==> src/rtl/game_controller.sv <==
// game_controller: IDLE/PLAY/DEAD sequencer with frame divider, start/flap edge detect, score and optional best score (macro HIGH_SCORE_EN).
// Latency: every output is registered and responds one cycle after the edge that samples its cause.
// Backpressure: none; inputs are levels/pulses consumed every cycle and outputs are strobes or levels.
module game_controller #(
    parameter logic [19:0] FRAME_DIV   = 20'd833333,
    parameter logic [7:0]  DEAD_FRAMES = 8'd120
) (
    input  logic       clk,
    input  logic       rst,
    input  logic       start,
    input  logic       flap,
    input  logic       collision,
    input  logic       score_pulse,
    output logic [1:0] state,
    output logic       play_en,
    output logic       clear,
    output logic       frame_tick,
    output logic       flap_o,
    output logic       loser,
    output logic [7:0] score,
    output logic [7:0] best
);

    typedef enum logic [1:0] {
        ST_IDLE = 2'd0,
        ST_PLAY = 2'd1,
        ST_DEAD = 2'd2
    } state_t;

    state_t      state_q;
    state_t      state_d;

    logic        start_prev;
    logic        flap_prev;
    logic        start_edge;
    logic        flap_edge;

    logic [19:0] div_q;
    logic [19:0] div_d;
    logic        div_wrap;
    logic        tick_d;

    logic [7:0]  dead_q;
    logic [7:0]  dead_d;
    logic        dead_done;

    logic [7:0]  score_q;
    logic [7:0]  score_d;

    logic        clear_d;
    logic        flap_d;

    // A held button produces exactly one edge because the previous level is registered.
    assign start_edge = start & ~start_prev;
    assign flap_edge  = flap  & ~flap_prev;

    // Divider terminal count and last dead-hold frame.
    assign div_wrap  = (div_q  == FRAME_DIV   - 20'd1);
    assign dead_done = (dead_q == DEAD_FRAMES - 8'd1);

    // State register.
    always_ff @(posedge clk) begin
        if (rst) begin
            state_q <= ST_IDLE;
        end else begin
            state_q <= state_d;
        end
    end

    // Next-state logic: start edge begins a game, collision ends it, DEAD times out on frames.
    always_comb begin
        state_d = state_q;
        case (state_q)
            ST_IDLE: begin
                if (start_edge) begin
                    state_d = ST_PLAY;
                end
            end
            ST_PLAY: begin
                if (collision) begin
                    state_d = ST_DEAD;
                end
            end
            ST_DEAD: begin
                // Start edges are deliberately ignored here; only the frame timeout leaves DEAD.
                if (frame_tick && dead_done) begin
                    state_d = ST_IDLE;
                end
            end
            default: begin
                state_d = ST_IDLE;
            end
        endcase
    end

    // Frame divider: free-runs in PLAY/DEAD, pinned to zero in IDLE and on the way in/out of it.
    always_comb begin
        div_d  = '0;
        tick_d = 1'b0;
        if (state_q != ST_IDLE && state_d != ST_IDLE) begin
            div_d  = div_wrap ? 20'd0 : div_q + 20'd1;
            tick_d = div_wrap;
        end
    end

    // Dead-hold counter: zeroed on DEAD entry, advanced by each frame strobe seen in DEAD.
    always_comb begin
        dead_d = dead_q;
        case (state_q)
            ST_PLAY: begin
                if (collision) begin
                    dead_d = '0;
                end
            end
            ST_DEAD: begin
                if (frame_tick) begin
                    dead_d = dead_done ? 8'd0 : dead_q + 8'd1;
                end
            end
            default: begin
                dead_d = '0;
            end
        endcase
    end

    // Score, clear and flap command: collision in PLAY masks both score and flap.
    always_comb begin
        score_d = score_q;
        clear_d = 1'b0;
        flap_d  = 1'b0;
        case (state_q)
            ST_IDLE: begin
                if (start_edge) begin
                    clear_d = 1'b1;
                    score_d = '0;
                end
            end
            ST_PLAY: begin
                if (!collision) begin
                    if (score_pulse && score_q != 8'hFF) begin
                        score_d = score_q + 8'd1;
                    end
                    flap_d = flap_edge;
                end
            end
            default: begin
                score_d = score_q;
            end
        endcase
    end

    // Datapath and output registers; reset aborts without a clear pulse.
    always_ff @(posedge clk) begin
        if (rst) begin
            start_prev <= 1'b0;
            flap_prev  <= 1'b0;
            div_q      <= '0;
            dead_q     <= '0;
            score_q    <= '0;
            clear      <= 1'b0;
            frame_tick <= 1'b0;
            flap_o     <= 1'b0;
            play_en    <= 1'b0;
            loser      <= 1'b0;
        end else begin
            start_prev <= start;
            flap_prev  <= flap;
            div_q      <= div_d;
            dead_q     <= dead_d;
            score_q    <= score_d;
            clear      <= clear_d;
            frame_tick <= tick_d;
            flap_o     <= flap_d;
            play_en    <= (state_d == ST_PLAY);
            loser      <= (state_d == ST_DEAD);
        end
    end

    assign state = state_q;
    assign score = score_q;

`ifdef HIGH_SCORE_EN
    logic [7:0] best_q;

    // Running maximum captured on DEAD entry, using the post-update score of that cycle.
    always_ff @(posedge clk) begin
        if (rst) begin
            best_q <= '0;
        end else if (state_q == ST_PLAY && state_d == ST_DEAD && score_d > best_q) begin
            best_q <= score_d;
        end
    end

    assign best = best_q;
`else
    assign best = 8'd0;
`endif

endmodule

==> config.mk <==
export PLATFORM = sky130hd
export DESIGN_NAME = game_controller
export DESIGN_NICKNAME = d
export VERILOG_FILES = /design/src/rtl/game_controller.sv
export SDC_FILE = /design/constraint.sdc
export NUM_CORES = 1
export LEC_CHECK = 0
export ABC_AREA = 1
export CAP_MARGIN = 30
export CORE_UTILIZATION = 55
export DETAILED_ROUTE_END_ITERATION = 12
export PLACE_DENSITY = 0.79
export SKIP_LAST_GASP = 1
export SYNTH_ARGS = -nofsm -noshare
export SYNTH_HDL_FRONTEND = slang
export SYNTH_SLANG_ARGS = --single-unit
export TNS_END_PERCENT = 100
==> constraint.sdc <==
create_clock -name clk -period 1.55 [get_ports clk]
set_input_delay 0.31 -clock clk [delete_from_list [all_inputs] [get_ports clk]]
set_output_delay 0.31 -clock clk [all_outputs]
set_load 0.02 [all_outputs]
==> out/metrics.csv <==
metric;value;unit
status;finished, final reports clean;
via_count;2168;
initial_core_util;59.1;%
drive_gt1_share;20.7;%
fin_ws;0.107;ns
maxCapViolCount;0;
synth_flop_cell;dfxtp_1;
cpLargestDelayFamily;simple AND/OR/NAND/NOR gates;
clk-insertion-delay-late;0.30;ns
area_delta_synth_final;19.7;%
drtPass1Iterations;4;
cts_buffers;5;
synth_top_family_by_area;simple AND/OR/NAND/NOR gates;
wl_per_cell;10.8;µm
ant_nets;0;
die-height;68.7;µm
synth_edf_count;0;
start_kind;flip-flop;
postCtsHoldBufs;0;
met3_usage;5.10;%
combinationalPowerShare;20.4;%
antenna_found_initial;0;
drt-initial-drc-count;125;
fin_crit_sh;93.1;%
report.final.slew_viol_count;0;
synth-seq-area-share;36.8;%
port_buffers;20;
required;1.74;ns
synth_compound_area_share;3.98;%
clkPwrFrac;29.4;%
p_leak;1.22;nW
rows;23;
die_w;68.7;µm
hold_path.class;flip-flop to flip-flop;
p_sw_share;30.1;%
hold_viol_final;0;
grt_max_degree;21;
path_class;flip-flop to flip-flop;
cpMostUsedCell;nand3_1;
grtUsageMet2;35.5;%
antennaDiodeCount;0;
crit_fanout;10;
die-area;0.00473;mm²
setup_viol;0;
yosysWarnings;0;
yosys.area.top_type;dfxtp_1;
synth_cells;349;
dp.cells;431;
synthSimpleGateAreaFrac;39.9;%
busiest_layer;met2;
post-dp-hpwl;3.38;mm
clock_skew;0.0121;ns
cts_sinks;45;
routed_via_density;4.92;
synth.distinct_cells;31;
finalNonFillerCells;441;
cp-end-kind;flip-flop;
first_global_vias;1786;
cp_slowest_cell;dfxtp_2;
grt_usage;21.4;%
p_switching;0.730;mW
rsz0062_at_grt;true;
synth-seq-cells;45;
drc;0;
core-area;0.00414;mm²
path_cells;inv_2 -> ha_1 -> nand3_1 -> nor2_1 -> nand3_1 -> nand4_4 -> buf_12 -> nor2_2;
root_buffer;clkbuf_8;
ir_worst_vdd;538;µV
ios;29;
crit_arrival;1.63;ns
grt_pass1_wl;7.43;mm
synthMuxAreaShare;0;%
cts_tree;done;
fmax;0.693;GHz
grt.overflow.total;0;
cp.buffers_inverters;2;
cts_buffer_depth;2;
cpPeakStageDelay;0.34;ns
synth_common_cells;nand2_1 (75), inv_1 (47), nor2_1 (46), dfxtp_1 (45), nor2_2 (26);
routed_wirelength;4.76;mm
synth-xor-area-share;5.36;%
seqPwrFrac;50.2;%
synth_adder_area_share;2.04;%
use_met1;26.3;%
yosysMostFrequentCell;nand2_1;
dp_slack;-0.160;ns
yosys.area.top_type_share;36.8;%
netlist_area;0.00245;mm²
p_per_area;828;mW/mm²
nets;400;
htreeDepth;2;
fin_crit;1.44;ns
gp_congestion;0.855;
p_int;1.70;mW
avgSynthCellArea;7.02;µm²
cts.clk_slew.worst_paths;0.09;ns
async_flop_share;0;%
ys_top_cells_by_area;dfxtp_1 (37%), nand2_1 (11%), inv_1 (7.2%);
-- worst paths after layout --
| kind | end | slack [ns] | cells after the start | startpoint |
|---|---|---|---|---|
| setup / recovery | div_q[13]$_SDFF_PP0_ | 0.11 | 8 | div_q[0]$_SDFF_PP0_ |
| hold / removal | flap_o$_SDFF_PP0_ | 0.40 | 1 | flap_prev$_SDFF_PP0_ |
| setup reg to reg | div_q[13]$_SDFF_PP0_ | 0.11 | 8 | div_q[0]$_SDFF_PP0_ |
| hold reg to reg | flap_o$_SDFF_PP0_ | 0.40 | 1 | flap_prev$_SDFF_PP0_ |
-- state kept, by name, summed over array words and instances, names as in the netlist --
name and cells:
play_en 1, score 8, flap_o 1, frame_tick 1, div_q 20, state 2
flap_prev 1, clear 1, start_prev 1, loser 1, dead_q 8
-- worst reg2reg max path, cell delays in order, from the launching register on --
cell and delay (ns):
dfxtp_2 0.34, inv_2 0.08, ha_1 0.18, nand3_1 0.13, nor2_1 0.14, nand3_1 0.13
nand4_4 0.14, buf_12 0.16, nor2_2 0.04
-- layout make-up --
type / instances / area (µm²)
sequential: 45 / 906
tap: 50 / 62.6
timing repair buffer: 39 / 373
inverter: 51 / 191
fill: 334 / 1210
clock buffer: 5 / 68.8
clock inverter: 3 / 17.5
multi-input combinational: 248 / 1310
-- stage by stage --
step	power (mW)	util (%)	hold WS (ns)	setup TNS, ns	area, µm²
global placement	1.71	67.1	0.393	-2.05	2780
finish	2.43	70.7	0.396	0	2930
floorplan	1.56	-	0.374	0	2480
detailed placement	1.71	67.1	0.390	-2.37	2780
global route	2.54	70.7	0.419	-0.00349	2930
CTS	2.41	68.9	0.403	0	2850
-- kinds of logic after synthesis --
logic type / Yosys count
XOR/XNOR: 15
flip-flops: 45
AO/OA/AOI/OAI: 18
buffers and inverters: 63
adder cells (fa/ha/maj): 4
other: 1
AND/OR/NAND/NOR: 203
-- placed cells by master (no fill, tap or decap), types with 2 or more instances in the layout --
cell and n:
nand2_1 74, inv_1 45, nor2_1 45, dfxtp_1 41, nor2_2 25, nand3_1 18, buf_4 16, a21oi_1 13
nand4_1 11, dlygate4sd2_1 11, xor2_1 9, nand2_2 8, conb_1 8, inv_2 6, xnor2_1 6, nor3_1 6
clkbuf_8 5, clkdlybuf4s50_1 5, dfxtp_2 4, dlymetal6s2s_1 4, nor2_4 3, ha_1 3, nand3_2 2, nor4_1 2
nand3b_1 2, o21ai_0 2, nor3b_2 2, o21bai_1 2, clkinv_2 2
-- timing repair --
item,4_1_cts,5_1_grt
setup endpoints to repair,11,34
pin swaps,0,1
buffers inserted,0,0
hold endpoints to repair,0,0
gates cloned,0,2
gates resized for setup,11,16
-- power groups by stage --
stage          clock network (mW)  registers, mW  logic [mW]
2_1_floorplan                   0           1.28       0.284
3_5_place_dp                    0           1.24       0.472
6_report                    0.714           1.22       0.494
4_1_cts                     0.730           1.21       0.462
5_1_grt                     0.772           1.22       0.545
3_3_place_gp                    0           1.24       0.464
-- per-layer routing --
| layer | wire [µm] | vias to the layer above |
|---|---|---|
| met5 | 0 | - |
| met4 | 79 | 0 |
| met3 | 224 | 8 |
| met2 | 2180 | 52 |
| met1 | 2270 | 957 |
| li1 | - | 1151 |
No activity file was read; power rests on OpenSTA's default activity.
